===== src/rtl/vga_pixel_pipe.sv =====
// VGA pixel pipeline: framebuffer address issue, latency-matched
// colour/sync/blank outputs and frame-boundary test patterns.
module vga_pixel_pipe #(
  parameter int H_VISIBLE   = 640,
  parameter int V_VISIBLE   = 480,
  parameter int SCALE_SHIFT = 1,
  parameter int MEM_LATENCY = 2,
  parameter int ADDR_W      = 17,
  parameter int CNT_W       = 10
) (
  input  logic              CLOCK,
  input  logic              RESET_N,
  input  logic [CNT_W-1:0]  H_COUNT,
  input  logic [CNT_W-1:0]  V_COUNT,
  input  logic              H_SYNC_IN,
  input  logic              V_SYNC_IN,
  input  logic [1:0]        PATTERN_SEL,
  output logic [ADDR_W-1:0] RD_ADDR,
  output logic              RD_EN,
  input  logic [7:0]        RD_DATA,
  output logic [7:0]        RED,
  output logic [7:0]        GREEN,
  output logic [7:0]        BLUE,
  output logic              BLANK_N,
  output logic              H_SYNC,
  output logic              V_SYNC,
  output logic              FRAME_START,
  output logic [15:0]       FRAME_COUNT
);

  // Stage 1 plus MEM_LATENCY stages; the output register adds the last one.
  localparam int D = MEM_LATENCY + 1;

  typedef struct packed {
    logic             vis;
    logic             hs;
    logic             vs;
    logic             sof;
    logic [1:0]       mode;
    logic [CNT_W-1:0] h;
    logic [CNT_W-1:0] v;
  } pix_t;

  localparam pix_t PIX_RST = '{
    vis: 1'b0, hs: 1'b1, vs: 1'b1, sof: 1'b0,
    mode: 2'd0, h: '0, v: '0
  };

  pix_t dl_q [D];
  pix_t dl_d [D];

  logic [1:0]        mode_q, mode_d;
  logic [ADDR_W-1:0] rd_addr_q, rd_addr_d;
  logic              rd_en_q, rd_en_d;
  logic [7:0]        red_q, red_d;
  logic [7:0]        grn_q, grn_d;
  logic [7:0]        blu_q, blu_d;
  logic              blank_q, blank_d;
  logic              hs_q, hs_d;
  logic              vs_q, vs_d;
  logic              fs_q, fs_d;
  logic [15:0]       fc_q, fc_d;

  logic       vis0;
  logic       sof0;
  logic [1:0] mode_eff;
  logic [2:0] bar;

  // A pattern request seen together with sof applies to that same pixel.
  always_comb begin
    vis0 = (H_COUNT < CNT_W'(H_VISIBLE))
        && (V_COUNT < CNT_W'(V_VISIBLE));
    sof0 = (H_COUNT == '0) && (V_COUNT == '0);
    mode_eff = sof0 ? PATTERN_SEL : mode_q;
    mode_d = mode_eff;
    rd_en_d = vis0 && (mode_eff == 2'd0);
    rd_addr_d = rd_addr_q;
    if (rd_en_d) begin
      rd_addr_d =
        ADDR_W'(V_COUNT >> SCALE_SHIFT)
        * ADDR_W'(H_VISIBLE >> SCALE_SHIFT)
        + ADDR_W'(H_COUNT >> SCALE_SHIFT);
    end
    dl_d[0] = '{
      vis: vis0, hs: H_SYNC_IN, vs: V_SYNC_IN,
      sof: sof0, mode: mode_eff,
      h: H_COUNT, v: V_COUNT
    };
    for (int i = 1; i < D; i++) begin
      dl_d[i] = dl_q[i-1];
    end
  end

  always_comb begin
    bar = 3'd0;
    for (int i = 1; i < 8; i++) begin
      if (dl_q[D-1].h >= CNT_W'(i * (H_VISIBLE / 8))) begin
        bar = 3'(i);
      end
    end
    red_d = 8'h00;
    grn_d = 8'h00;
    blu_d = 8'h00;
    if (dl_q[D-1].vis) begin
      unique case (dl_q[D-1].mode)
        2'd0: begin
          red_d = {RD_DATA[7:5], RD_DATA[7:5], RD_DATA[7:6]};
          grn_d = {RD_DATA[4:2], RD_DATA[4:2], RD_DATA[4:3]};
          blu_d = {4{RD_DATA[1:0]}};
        end
        2'd1: begin
          red_d = {8{~bar[1]}};
          grn_d = {8{~bar[2]}};
          blu_d = {8{~bar[0]}};
        end
        2'd2: begin
          red_d = {8{~(dl_q[D-1].h[5] ^ dl_q[D-1].v[5])}};
          grn_d = red_d;
          blu_d = red_d;
        end
        default: begin
          red_d = 8'h00;
        end
      endcase
    end
    blank_d = dl_q[D-1].vis;
    hs_d = dl_q[D-1].hs;
    vs_d = dl_q[D-1].vs;
    fs_d = dl_q[D-1].sof;
    fc_d = fc_q + {15'd0, dl_q[D-1].sof};
  end

  always_ff @(posedge CLOCK) begin
    if (!RESET_N) begin
      mode_q <= 2'd0;
      rd_addr_q <= '0;
      rd_en_q <= 1'b0;
      for (int i = 0; i < D; i++) begin
        dl_q[i] <= PIX_RST;
      end
      red_q <= 8'h00;
      grn_q <= 8'h00;
      blu_q <= 8'h00;
      blank_q <= 1'b0;
      hs_q <= 1'b1;
      vs_q <= 1'b1;
      fs_q <= 1'b0;
      fc_q <= 16'd0;
    end else begin
      mode_q <= mode_d;
      rd_addr_q <= rd_addr_d;
      rd_en_q <= rd_en_d;
      for (int i = 0; i < D; i++) begin
        dl_q[i] <= dl_d[i];
      end
      red_q <= red_d;
      grn_q <= grn_d;
      blu_q <= blu_d;
      blank_q <= blank_d;
      hs_q <= hs_d;
      vs_q <= vs_d;
      fs_q <= fs_d;
      fc_q <= fc_d;
    end
  end

  assign RD_ADDR = rd_addr_q;
  assign RD_EN = rd_en_q;
  assign RED = red_q;
  assign GREEN = grn_q;
  assign BLUE = blu_q;
  assign BLANK_N = blank_q;
  assign H_SYNC = hs_q;
  assign V_SYNC = vs_q;
  assign FRAME_START = fs_q;
  assign FRAME_COUNT = fc_q;

endmodule


===== config.mk =====
export PLATFORM = sky130hd
export DESIGN_NAME = vga_pixel_pipe
export DESIGN_NICKNAME = d
export VERILOG_FILES = /design/src/rtl/vga_pixel_pipe.sv
export SDC_FILE = /design/constraint.sdc
export NUM_CORES = 1
export LEC_CHECK = 0
export CORE_ASPECT_RATIO = 0.75
export CORE_UTILIZATION = 44
export CTS_CLUSTER_SIZE = 10
export DETAILED_ROUTE_END_ITERATION = 7
export GPL_TIMING_DRIVEN = 0
export PLACE_DENSITY_LB_ADDON = 0.2
export SYNTH_ARGS = -nofsm -noshare
export SYNTH_HDL_FRONTEND = slang
export SYNTH_SLANG_ARGS = --single-unit
export TNS_END_PERCENT = 1

===== constraint.sdc =====
create_clock -name CLOCK -period 2.34 [get_ports CLOCK]
set_input_delay 0.351 -clock CLOCK [delete_from_list [all_inputs] [get_ports CLOCK]]
set_output_delay 0.351 -clock CLOCK [all_outputs]
set_load 0.02 [all_outputs]

* After elaboration in Yosys (flattened, before gate mapping)
Memories as Yosys holds them, arrays and structs flattened.
Cells that the tools add are included.
** Cells by class
- Add/sub/neg operators :: 2
- Multipliers :: 1
- Magnitude comparators :: 9
- Eq/ne operators :: 2
- Muxes and demuxes :: 16
- Bitwise logic cells :: 8
- Reductions and logical operators :: 8
** Operators with widths (number)
- $mux 26 :: 3
- $pmux 8 s3 :: 3
- $ge 10x9->1 const B :: 3
- $ge 10x8->1 const B :: 2
- $logic_not 10->1 :: 2
- $add 17x9->17 :: 1
- $add 16x1->16 :: 1
- $mux 3 :: 5
- $mul 9x3->11 const B :: 1
- $ge 10x10->1 const B :: 1
- $ge 10x7->1 const B :: 1
- $lt 10x10->1 const B :: 1
- $lt 10x9->1 const B :: 1
- $logic_not 2->1 :: 2
- $mux 2 :: 2
- $not 1->1 :: 4
- $logic_and 1x1->1 :: 3
- $mux 1 :: 3
- $or 1x1->1 :: 3
- $eq 2x1->1 const B :: 1
- $eq 2x2->1 const B :: 1
- $reduce_and 2->1 :: 1
- $xor 1x1->1 :: 1
** Storage, ports and cells
- Flip-flop bits (word level) :: 64
- RAM bits :: 78
- Bits of input ports :: 34
- Output and inout bits :: 62
- Logic and storage cells :: 58
- Memories :: 1
** Memory list
- dl_q :: depth 3, width 26, read ports 3, clocked after Yosys merged registers in 0, wr ports 3, RTL line 49 : pix_t dl_q [D];

* Depth between registers and ports, before layout
Gate-level depths: netlist of the first run.
An unclocked memory read counts as a cell.
- Depth in word-level cells :: 11
- Gate-level depth with buffers :: 9
- Gate-level depth less buffers :: 9

* Worst setup path before layout of the first run
Ideal clock, no wire load.
- Kind :: input-to-reg
- From :: input port V_COUNT[2]
- To :: register rd_addr_q[16], in the netlist RD_ADDR[16]
- Setup time :: 119 ps
- Data arrival time :: 2300 ps
- Data required time :: 2221 ps
- Path slack :: -79 ps
- Cell stages on the path :: 9
- Buffers on the path :: 0
- Path through :: ha_1 -> ha_1 -> fa_1 -> a211oi_1 -> nor2_1 -> xor2_1 -> nand4_1 -> xnor2_1 -> a21oi_1
** Between the ends
- Word-level cells in the longest chain between the ends :: 5
- Elaborated cells on any way between the ends :: 9
- Those cells by class :: add/sub (1); mul (1); order compare (1); mux (1); reduce/logical (5)
** RTL lines
- start: declaration :: RTL line 14 : input logic [CNT_W-1:0] V_COUNT,
- branches (longest 5 deep; another with $add 17x9->17)
- end signal: assignment :: RTL line 151 : rd_addr_q <= rd_addr_d;
- end: declaration :: RTL line 53 : logic [ADDR_W-1:0] rd_addr_q, rd_addr_d;
Several ways; the timed one is not identified.
A chain may end at the register's enable or synchronous reset.

* Worst setup path after layout of the first run
- From :: input port H_COUNT[5]
- To :: register rd_addr_q[7], in the netlist RD_ADDR[7]
** Between the ends
- Word-level cells in the longest chain between the ends :: 5
- Elaborated cells on any way between the ends :: 8
- Those cells by class :: add/sub (1); order compare (1); mux (1); reduce/logical (5)
** RTL lines
- start: declaration :: RTL line 13 : input logic [CNT_W-1:0] H_COUNT,
- branches (longest 5 deep; another with $add 17x9->17)
Several ways; the timed one is not identified.

==> impl_metrics.toml, run 1 <==
[status]
outcome = "finished, final reports clean"

[sta]
slew-limit-headroom = 0.610
clock.fmax_ghz = 0.439
post-route-worst-setup-slack_ns = 0.0614
finalHoldViolCount = 0
maxSlewViolCount = 0
layout_worst_path_cycle_share = 0.974
final-setup-viol-count = 0
rsz0062_at_grt = "no"
setup-tns-final_ns = 0
max_slew.worst_pin.slew_ns = 0.578
fin_skew_ns = 0.00530
min_period_ns = 2.28

[global_route]
number_of_global_route_vias_before_repair = 2794
grt_max_degree = 15
track_usage = 0.199
antenna_found_initial = 0
grt_first_pass_wirelength_um = 13300
grt_overflow_total = 0

[synth]
post_synth_edffs = 0
synth_compound_gate_area_share = 0.100
synth_top_family_by_area = "simple AND/OR/NAND/NOR gates"
synth_flop_cell = "sky130_fd_sc_hd__dfxtp_1"
synthesis.nets = 430
async_flop_share = 0
synth_simple_gate_area_share = 0.222
netlist_area_before_placement_um2 = 3750
synthMuxAreaShare = 0.0307
synth_fa_ha_area_frac = 0.0767
synth.avg_cell_area_um2 = 10.0
synth_cell_type_count = 47
yosysSeqAreaShare = 0.453
ys_ff_latch = 85
synth_xor_area_frac = 0.0560
ys.warnings.count = 0
postSynthCellCount = 375

[pwr]
sw_frac_of_total = 0.256
switchingPower_uw = 863
seqPwrFrac = 0.450
intPower_uw = 2510
power_density_nw_per_um2 = 635
comb_power_share = 0.174
p_leak_uw = 0.00210
ir_drop_v = 0.000416
p_clk_frac = 0.376

[placed_design]
finalWeightedCongestion = 0.948
post_dp_hpwl_um = 6040
port_buffers = 95
pre_cts_ws_ns = -0.902

[floorplan]
ios = 96
fp.dieW_um = 109
design.die.area_um2 = 8910
floorplan.initialDensity = 0.464
placementRows = 28
die_height_um = 82.0
fp.coreArea_um2 = 8090

[critical_path]
timing.critical_path.to_type = "register"
arrival_ns = 2.51
crit_path_cell_trace = "clkdlybuf4s50_1 -> nor4_1 -> nand3_1 -> nor2_4 -> mux2_4 -> buf_12 -> buf_12 -> buf_8 -> o211a_1"
worst_path_max_delay_cell = "sky130_fd_sc_hd__clkdlybuf4s50_1"
crit_required_ns = 2.57
rrSetupSlack_ns = 0.53
path_class = "in -> reg"
crit_top_cell = "sky130_fd_sc_hd__buf_12"
regToRegEndpoint = "FRAME_COUNT[15]"
reg2reg_from = "FRAME_COUNT[0]"
cp_max_fo = 10
slowest_stage_delay_on_critical_path_ns = 0.50
worst_setup_path_start_kind = "input port"
depth_of_the_worst_register_to_register_path = 7

[clock_tree]
holdBufCountCts = 0
tritoncts = "done"
cts_made_buffers = 9
h-tree-depth = 3
clock_tree.root_cell = "sky130_fd_sc_hd__clkbuf_16"
cts.sink_count = 85
clock_latency_ns = 0.34
worst_setup_hold_path_clk_slew_ns = 0.06
ctsLongestPathBuffers = 2

[min_path]
min_delay_path_depth = 2
timing.hold.worst.start = "V_COUNT[9]"
min_path_type = "in -> reg"
hold-path-endpoint = "dl_q[0][25]"

[routing]
drcViolationCount = 0
via_per_instance_ratio = 4.94
wire_per_inst_um = 14.0
routed-via-count = 2941
drt-pass1-iter-count = 4
initialDrtViolationCount = 118
route.final.wire_length_um = 8330
ant_nets = 0

[final_layout]
post_route_cells_drive_above_1_share = 0.143
area_growth_syn_to_layout_pct = 41.7
sequential_cell_area_um2 = 1700
multi_input_area_um2 = 2030
layout.cells.most_common = "sky130_fd_sc_hd__dfxtp_1"
layout.nets = 540
n_antenna_cell = 0
commonest_non_fill_non_tap_cells_in_the_layout = "85 x sky130_fd_sc_hd__dfxtp_1, 84 x sky130_fd_sc_hd__clkdlybuf4s50_1, 52 x sky130_fd_sc_hd__and2_1, 20 x sky130_fd_sc_hd__buf_4, 19 x sky130_fd_sc_hd__nand2_1"
number_of_inserted_filler_cells_in_the_final_layout = 668

[run]
total_of_max_cap_violations = 0
## synth_stat cells (2+ instances only)
cell | instances | area share
sky130_fd_sc_hd__a211oi_1 | 3 | 0.0060
sky130_fd_sc_hd__a21boi_0 | 5 | 0.010
sky130_fd_sc_hd__a21oi_1 | 10 | 0.013
sky130_fd_sc_hd__and2_1 | 52 | 0.087
sky130_fd_sc_hd__and3_1 | 3 | 0.0050
sky130_fd_sc_hd__buf_12 | 2 | 0.011
sky130_fd_sc_hd__buf_4 | 16 | 0.032
sky130_fd_sc_hd__clkbuf_1 | 9 | 0.0090
sky130_fd_sc_hd__dfxtp_1 | 85 | 0.45
sky130_fd_sc_hd__fa_1 | 2 | 0.011
sky130_fd_sc_hd__ha_1 | 19 | 0.063
sky130_fd_sc_hd__inv_1 | 6 | 0.0060
sky130_fd_sc_hd__mux2i_1 | 10 | 0.027
sky130_fd_sc_hd__nand2_1 | 19 | 0.019
sky130_fd_sc_hd__nand2b_1 | 10 | 0.017
sky130_fd_sc_hd__nand3_1 | 14 | 0.019
sky130_fd_sc_hd__nand4_1 | 4 | 0.0067
sky130_fd_sc_hd__nor2_1 | 11 | 0.011
sky130_fd_sc_hd__nor2b_1 | 13 | 0.022
sky130_fd_sc_hd__nor3_1 | 3 | 0.0040
sky130_fd_sc_hd__nor3b_1 | 2 | 0.0040
sky130_fd_sc_hd__nor4_1 | 6 | 0.010
sky130_fd_sc_hd__o2111ai_1 | 4 | 0.0093
sky130_fd_sc_hd__o211a_1 | 4 | 0.011
sky130_fd_sc_hd__o21a_1 | 5 | 0.010
sky130_fd_sc_hd__o21ai_0 | 12 | 0.016
sky130_fd_sc_hd__o31ai_1 | 2 | 0.0040
sky130_fd_sc_hd__or3_1 | 3 | 0.0050
sky130_fd_sc_hd__xnor2_1 | 13 | 0.030
sky130_fd_sc_hd__xor2_1 | 11 | 0.026
## kinds of logic (layout without fill, tap and decap cells)
group / after synthesis / count (layout)
DFF: 85 / 85
and+or+nand+nor: 145 / 145
xor gates and xnor gates: 24 / 24
AOI/OAI and AO/OA: 54 / 54
adders and majority gates: 22 / 22
buffers and inverters: 34 / 149
muxes: 11 / 11
## power groups by stage
stage / Clock [uW] / Combinational [uW] / Sequential, uW
floorplan: 0 / 271 / 1580
global placement: 0 / 488 / 1550
detailed placement: 0 / 491 / 1550
CTS: 1310 / 569 / 1520
global route: 1370 / 635 / 1520
finish: 1270 / 589 / 1520
## registers in the layout, summed over array words and instances, names as in the netlist
register / flops
dl_q: 38
RD_ADDR: 17
FRAME_COUNT: 16
GREEN: 3
RED: 3
BLUE: 2
BLANK_N: 1
FRAME_START: 1
H_SYNC: 1
RD_EN: 1
V_SYNC: 1
mode_q: 1
## layout make-up
| cell class | instances | area share |
|---|---|---|
| clock buffer | 10 | 0.0431 |
| tap | 105 | 0.0247 |
| clock inverter | 6 | 0.00753 |
| sequential | 85 | 0.320 |
| buffer | 28 | 0.0393 |
| timing repair buffer | 99 | 0.179 |
| multi-input combinational | 256 | 0.382 |
| inverter | 6 | 0.00424 |
## routing by layer
metal,vias up,global-route usage,part of all wire
met1,1352,0.257,0.50
li1,1498,-,-
met2,82,0.309,0.43
met3,9,0.0817,0.063
met4,0,0.0500,0.010
met5,-,0,0
## critical path, delay by kind of cell
| kind | cells | cell delay [ns] |
|---|---|---|
| buffers and inverters | 4 | 0.93 |
| muxes | 1 | 0.32 |
| and+or+nand+nor | 3 | 0.69 |
| AOI/OAI and AO/OA | 1 | 0.20 |
## timing repair
action / in CTS / in global routing
endpoints found under the setup margin: 5 / 8
pin swaps: 9 / 5
gates resized for setup: 32 / 20
buffers inserted: 4 / 0
## through the flow
step | cell area [um^2] | util | instances | hold slack, ns | total power [uW]
global placement | 4840 | 0.598 | 575 | 0.389 | 2030
CTS | 5280 | 0.653 | 595 | 0.411 | 3400
detailed placement | 4840 | 0.598 | 575 | 0.396 | 2040
global route | 5320 | 0.657 | 595 | 0.366 | 3520
floorplan | 3760 | - | 375 | 0.386 | 1850
finish | 5320 | 0.657 | 595 | 0.371 | 3370
## worst max-delay path by stage
stage | slack, ns | from | cells after the start | end
2_1_floorplan | 0.0006 | V_COUNT[2] | 8 | RD_ADDR[15]
3_3_place_gp | -0.96 | V_COUNT[2] | 10 | RD_ADDR[16]
3_5_place_dp | -0.90 | V_COUNT[2] | 10 | RD_ADDR[16]
4_1_cts | 0.0008 | V_COUNT[4] | 11 | RD_ADDR[16]
5_1_grt | 0.009 | H_COUNT[5] | 9 | RD_ADDR[7]
6_report | 0.06 | H_COUNT[5] | 9 | RD_ADDR[7]
(Power assumes the default switching activity.)
==> run 2, diff against run 1 <==
--- a/config.mk
+++ b/config.mk
@@ -6,6 +6,7 @@
 export NUM_CORES = 1
 export LEC_CHECK = 0
 export CORE_ASPECT_RATIO = 0.75
+export CORE_MARGIN = 2
 export CORE_UTILIZATION = 44
 export CTS_CLUSTER_SIZE = 10
 export DETAILED_ROUTE_END_ITERATION = 7
==> run 2 against run 1 <==
  * Hold slack better by 0.0034 ns
  * Sequential power barely moved
  * Maximum frequency increased by 0.39%
  * Routed wire length decreased by 2.1%
  * Worst setup slack gained 0.0089 ns
  * Non-clock buffer count stayed put
  * Sequential share of layout area down 0.23 points
  * Critical path type unchanged
  * Critical endpoint is now RD_ADDR[12]
==> impl_metrics.toml, run 2 (same netlist as run 1, synthesis figures left out) <==
[routing]
drcViolationCount = 0
initialDrtViolationCount = 96
route.final.wire_length_um = 8150
drt-pass1-iter-count = 4
wire_per_inst_um = 13.6
ant_nets = 0
routed-via-count = 2957
via_per_instance_ratio = 4.94

[final_layout]
n_antenna_cell = 0
post_route_cells_drive_above_1_share = 0.135
layout.nets = 540
largest_register = "dl_q"
commonest_non_fill_non_tap_cells_in_the_layout = "85 x sky130_fd_sc_hd__dfxtp_1, 85 x sky130_fd_sc_hd__clkdlybuf4s50_1, 52 x sky130_fd_sc_hd__and2_1, 19 x sky130_fd_sc_hd__nand2_1, 19 x sky130_fd_sc_hd__buf_4"
largest_reg_flops = 38
final_design_area_no_fill_um2 = 5360
area_growth_syn_to_layout_pct = 42.7

[sta]
maxSlewViolCount = 0
layout_worst_path_cycle_share = 0.970
fin_skew_ns = 0.00720
clock.fmax_ghz = 0.441
whs_ns = 0.374
slew-limit-headroom = 0.613
max_slew.worst_pin.slew_ns = 0.573
finalHoldViolCount = 0
min_period_ns = 2.27
final-setup-viol-count = 0

[global_route]
grt_first_pass_wirelength_um = 13600
track_usage = 0.181
grt_overflow_total = 0
grt_max_degree = 15
number_of_global_route_vias_before_repair = 2855
antenna_found_initial = 0

[clock_tree]
clock_latency_ns = 0.33
h-tree-depth = 3
clock_tree.root_cell = "sky130_fd_sc_hd__clkbuf_16"
cts_made_buffers = 9
holdBufCountCts = 0
worst_setup_hold_path_clk_slew_ns = 0.06
ctsLongestPathBuffers = 2
cts.sink_count = 85
tritoncts = "done"

[placed_design]
port_buffers = 95
post_dp_hpwl_um = 6140
finalWeightedCongestion = 0.895
dpl_cell_area_um2 = 4840

[floorplan]
floorplan.initialDensity = 0.448
fp.coreArea_um2 = 8380
fp.dieW_um = 111
design.die.area_um2 = 9290
placementRows = 29
ios = 96
die_height_um = 84.0

[critical_path]
crit_family = "buffers and inverters"
worst_setup_path_start_kind = "input port"
worstPathBufferInverterCount = 4
crit_path_cell_trace = "clkdlybuf4s50_1 -> nor4_1 -> nand2_1 -> nor2_4 -> mux2_4 -> buf_12 -> buf_12 -> buf_8 -> o211a_1"
crit_top_cell = "sky130_fd_sc_hd__buf_12"
slowest_stage_delay_on_critical_path_ns = 0.42
worst_path_max_delay_cell = "sky130_fd_sc_hd__clkdlybuf4s50_1"
arrival_ns = 2.49
crit_required_ns = 2.56
path_class = "in -> reg"
cp_max_fo = 10
timing.critical_path.to_type = "register"

[run]
total_of_max_cap_violations = 0

[pwr]
ir_drop_v = 0.000459
power_density_nw_per_um2 = 670
p_leak_uw = 0.00212

[status]
outcome = "finished, final reports clean"

[min_path]
min_path_type = "in -> reg"
==> run 2: cell types whose count changed in the layout (fill, tap and decap cells not counted), moves of 2 or more <==
cell,change
sky130_fd_sc_hd__clkinv_2,-3
sky130_fd_sc_hd__ha_4,-3
sky130_fd_sc_hd__ha_1,+2
sky130_fd_sc_hd__clkinv_4,-2
sky130_fd_sc_hd__bufinv_16,+2
==> run 2: timing repair <==
action / in CTS / in global routing
gates resized for setup: 25 / 22
endpoints found under the hold margin: 0 / 0
buffers inserted: 2 / 2
setup endpoints to repair: 5 / 11
cloned: 0 / 0
pin swaps: 5 / 8
==> run 2: path summary, 6_finish.rpt <==
check	startpoint	end	slack, ns	cells after the start
max	H_COUNT[1]	RD_ADDR[12]	0.07	9
min	H_COUNT[7]	dl_q[0][17]	0.37	2
max reg2reg	FRAME_COUNT[0]	FRAME_COUNT[14]	0.60	7
min reg2reg	dl_q[0][75]	V_SYNC	0.41	1
==> run 2: final cells by class <==
| cell class | count | area (um^2) |
|---|---|---|
| repair buffers | 99 | 970 |
| fillers | 689 | 3030 |
| plain buffers | 28 | 209 |
| multi-input cells | 256 | 2000 |
| flip-flops and latches | 85 | 1700 |
| well taps | 108 | 135 |
| inverters | 6 | 22.5 |
| clock buffers | 11 | 233 |
| clock inverters | 5 | 83.8 |
==> run 2: power breakdown <==
part	switching, uW	internal [uW]
sequential	21.5	1490
combinational	280	299
clock	555	939
==> run 2: metal layers <==
layer / vias to the layer above / GRT usage / routed length, um
met4: 0 / 0.0489 / 80
met2: 83 / 0.292 / 3570
li1: 1491 / - / -
met1: 1374 / 0.229 / 3990
met5: - / 0 / 0
met3: 9 / 0.0697 / 505
==> run 2: worst register-to-register path: stages, from the launching register on <==
cell and delay, ns:
sky130_fd_sc_hd__dfxtp_1 0.35, sky130_fd_sc_hd__ha_1 0.18, sky130_fd_sc_hd__ha_1 0.26, sky130_fd_sc_hd__nand3_1 0.10, sky130_fd_sc_hd__nor3_1 0.30, sky130_fd_sc_hd__nand3_1 0.16, sky130_fd_sc_hd__xnor2_1 0.15, sky130_fd_sc_hd__and2_1 0.15
==> run 2: per-stage QoR <==
| stage | setup WS, ns | util | instances | setup TNS [ns] | power (uW) |
|---|---|---|---|---|---|
| floorplan | 0.000594 | - | 375 | 0 | 1850 |
| global placement | -0.777 | 0.578 | 578 | -5.45 | 2030 |
| detailed placement | -0.783 | 0.578 | 578 | -5.54 | 2040 |
| CTS | 0.0380 | 0.630 | 596 | 0 | 3600 |
| global route | -0.00535 | 0.639 | 598 | -0.00657 | 3750 |
| finish | 0.0704 | 0.639 | 598 | 0 | 3590 |
==> run 3, diff against run 2 <==
--- a/config.mk
+++ b/config.mk
@@ -5,7 +5,7 @@
 export SDC_FILE = /design/constraint.sdc
 export NUM_CORES = 1
 export LEC_CHECK = 0
-export CORE_ASPECT_RATIO = 0.75
+export CORE_ASPECT_RATIO = 1.1
 export CORE_MARGIN = 2
 export CORE_UTILIZATION = 44
 export CTS_CLUSTER_SIZE = 10
==> run 3 against run 2 <==
  * Die area hardly changed
  * Critical path depth stayed put
  * Via count is 0.61% lower
  * Maximum frequency is 0.94% higher
  * Final cell count is 0.67% higher
  * Worst setup slack better by 0.021 ns
  * Register-to-register slack worse by 0.12 ns
  * Utilization is 0.96 points lower
  * First-iteration DRC count is 14% lower
  * Non-clock buffer count is 1 higher
  * Largest power group unchanged
==> impl_metrics.toml, run 3 (same netlist as run 1, synthesis figures left out) <==
[floorplan]
design.die.area_um2 = 9290
placementRows = 35
die_height_um = 101
ios = 96
fp.dieW_um = 92.1
floorplan.initialDensity = 0.451
fp.coreArea_um2 = 8320

[sta]
post-route-worst-setup-slack_ns = 0.0914
fin_skew_ns = 0.0112
layout_worst_path_cycle_share = 0.961
min_period_ns = 2.25
whs_ns = 0.361
final-setup-viol-count = 0
max_slew.worst_pin.slew_ns = 0.681
rsz0062_at_grt = "no"
slew-limit-headroom = 0.540
finalHoldViolCount = 0
maxSlewViolCount = 0
clock.fmax_ghz = 0.445

[pwr]
seqPwrFrac = 0.469
comb_power_share = 0.170
switchingPower_uw = 837
totalPowerFinal_uw = 3230
p_clk_frac = 0.362
sw_frac_of_total = 0.259
power_density_nw_per_um2 = 617
ir_drop_v = 0.000387
p_leak_uw = 0.00208
intPower_uw = 2390

[run]
total_of_max_cap_violations = 0

[global_route]
track_usage = 0.183
grtUsageMet2 = 0.333
grtUsageMet1 = 0.209
globalRouteMet3Util = 0.0434
grt_first_pass_wirelength_um = 13500
number_of_global_route_vias_before_repair = 2973
grt_overflow_total = 0
grt.busiest_layer = "met2"
grt_max_degree = 17
antenna_found_initial = 0

[min_path]
min_delay_path_depth = 2
timing.hold.worst.start = "V_COUNT[5]"
min_path_type = "in -> reg"
hold-path-endpoint = "dl_q[0][5]"

[clock_tree]
clock_latency_ns = 0.35
worst_setup_hold_path_clk_slew_ns = 0.09
cts_made_buffers = 9
clock_tree.root_cell = "sky130_fd_sc_hd__clkbuf_8"
h-tree-depth = 3
cts.sink_count = 85
tritoncts = "done"
holdBufCountCts = 0
ctsLongestPathBuffers = 2

[placed_design]
post_dp_hpwl_um = 6130
pre_cts_ws_ns = -0.958
port_buffers = 95
dpl_cell_area_um2 = 4850
finalWeightedCongestion = 0.865
post-place-cells = 581

[final_layout]
multi_input_area_um2 = 1970
final_design_area_no_fill_um2 = 5240
number_of_inserted_filler_cells_in_the_final_layout = 727
largest_register = "dl_q"
post_route_cells_drive_above_1_share = 0.138
n_antenna_cell = 0
commonest_non_fill_non_tap_cells_in_the_layout = "85 x sky130_fd_sc_hd__dfxtp_1, 84 x sky130_fd_sc_hd__clkdlybuf4s50_1, 52 x sky130_fd_sc_hd__and2_1, 21 x sky130_fd_sc_hd__buf_4, 19 x sky130_fd_sc_hd__nand2_1"
layout.cells.most_common = "sky130_fd_sc_hd__dfxtp_1"
post_layout_nonfiller_instances = 602
layout.nets = 541
sequential_cell_area_um2 = 1700
largest_reg_flops = 38
area_growth_syn_to_layout_pct = 39.5

[routing]
ant_nets = 0
wire_per_inst_um = 13.3
drcViolationCount = 0
routed-via-count = 2939
route.final.wire_length_um = 8020
initialDrtViolationCount = 83
drt-pass1-iter-count = 4
via_per_instance_ratio = 4.88

[critical_path]
depth_of_the_worst_register_to_register_path = 6
regToRegEndpoint = "FRAME_COUNT[15]"
timing.critical_path.to_type = "register"
path_class = "in -> reg"
crit_top_cell = "sky130_fd_sc_hd__buf_12"
worst_setup_path_start_kind = "input port"
reg2reg_from = "FRAME_COUNT[2]"
worst_path_max_delay_cell = "sky130_fd_sc_hd__clkdlybuf4s50_1"
crit_path_cell_trace = "clkdlybuf4s50_1 -> nor4_2 -> nand3_1 -> nor2_4 -> mux2_4 -> buf_12 -> buf_12 -> buf_8 -> o211a_1"
cp_max_fo = 10
slowest_stage_delay_on_critical_path_ns = 0.48
arrival_ns = 2.50
rrSetupSlack_ns = 0.48
crit_required_ns = 2.59

[status]
outcome = "finished, final reports clean"
-- run 3: cell types whose count changed in the layout (fill, tap and decap cells not counted), moves of 2 or more --
cell,delta
sky130_fd_sc_hd__clkbuf_1,-2
sky130_fd_sc_hd__clkbuf_8,+9
sky130_fd_sc_hd__buf_4,+2
sky130_fd_sc_hd__clkbuf_16,-9
-- run 3: how the worst max path moves through the flow --
| stage | start | depth (start not counted) | endpoint | slack (ns) |
|---|---|---|---|---|
| finish | H_COUNT[5] | 9 | RD_ADDR[13] | 0.09 |
| global placement | V_COUNT[2] | 10 | RD_ADDR[16] | -0.94 |
| CTS | V_COUNT[9] | 9 | RD_ADDR[13] | 0.005 |
| detailed placement | V_COUNT[2] | 10 | RD_ADDR[16] | -0.96 |
| global route | H_COUNT[5] | 9 | RD_ADDR[13] | 0.002 |
| floorplan | V_COUNT[2] | 8 | RD_ADDR[15] | 0.0006 |
-- run 3: critical path, delay by kind of cell --
kind	cells	cell delay (ns)
and+or+nand+nor	3	0.70
muxes	1	0.33
buffers and inverters	4	0.91
AOI/OAI and AO/OA	1	0.20
-- run 3: layout make-up --
type	instances	share of cell area
clock inverters	7	0.0201
inverters	6	0.00430
plain buffers	28	0.0399
flip-flops and latches	85	0.325
clock buffers	9	0.0237
multi-input cells	256	0.376
repair buffers	100	0.184
well taps	111	0.0265
-- run 3: power groups by stage --
| stage | Clock [uW] | Sequential, uW | Combinational [uW] |
|---|---|---|---|
| 6_report | 1170 | 1510 | 548 |
| 3_3_place_gp | 0 | 1550 | 492 |
| 3_5_place_dp | 0 | 1550 | 494 |
| 2_1_floorplan | 0 | 1580 | 271 |
| 5_1_grt | 1250 | 1520 | 601 |
| 4_1_cts | 1200 | 1510 | 549 |
-- run 3: routing by layer --
metal,up-vias,share of wire
li1,1492,-
met1,1354,0.43
met2,78,0.51
met3,15,0.047
met4,0,0.022
met5,-,0
-- run 3: timing repair --
action                     in CTS  in global routing
setup buffers                   4                  1
hold endpoints to repair        0                  0
setup endpoints to repair       5                  9
gates resized for setup        29                 17
pin swaps                      11                  7
-- run 3: per-stage QoR --
stage	utilization	setup TNS [ns]
after floorplan	-	0
after global placement	0.583	-5.92
after detailed placement	0.583	-6.50
after CTS	0.628	0
after global routing	0.629	0
final	0.629	0
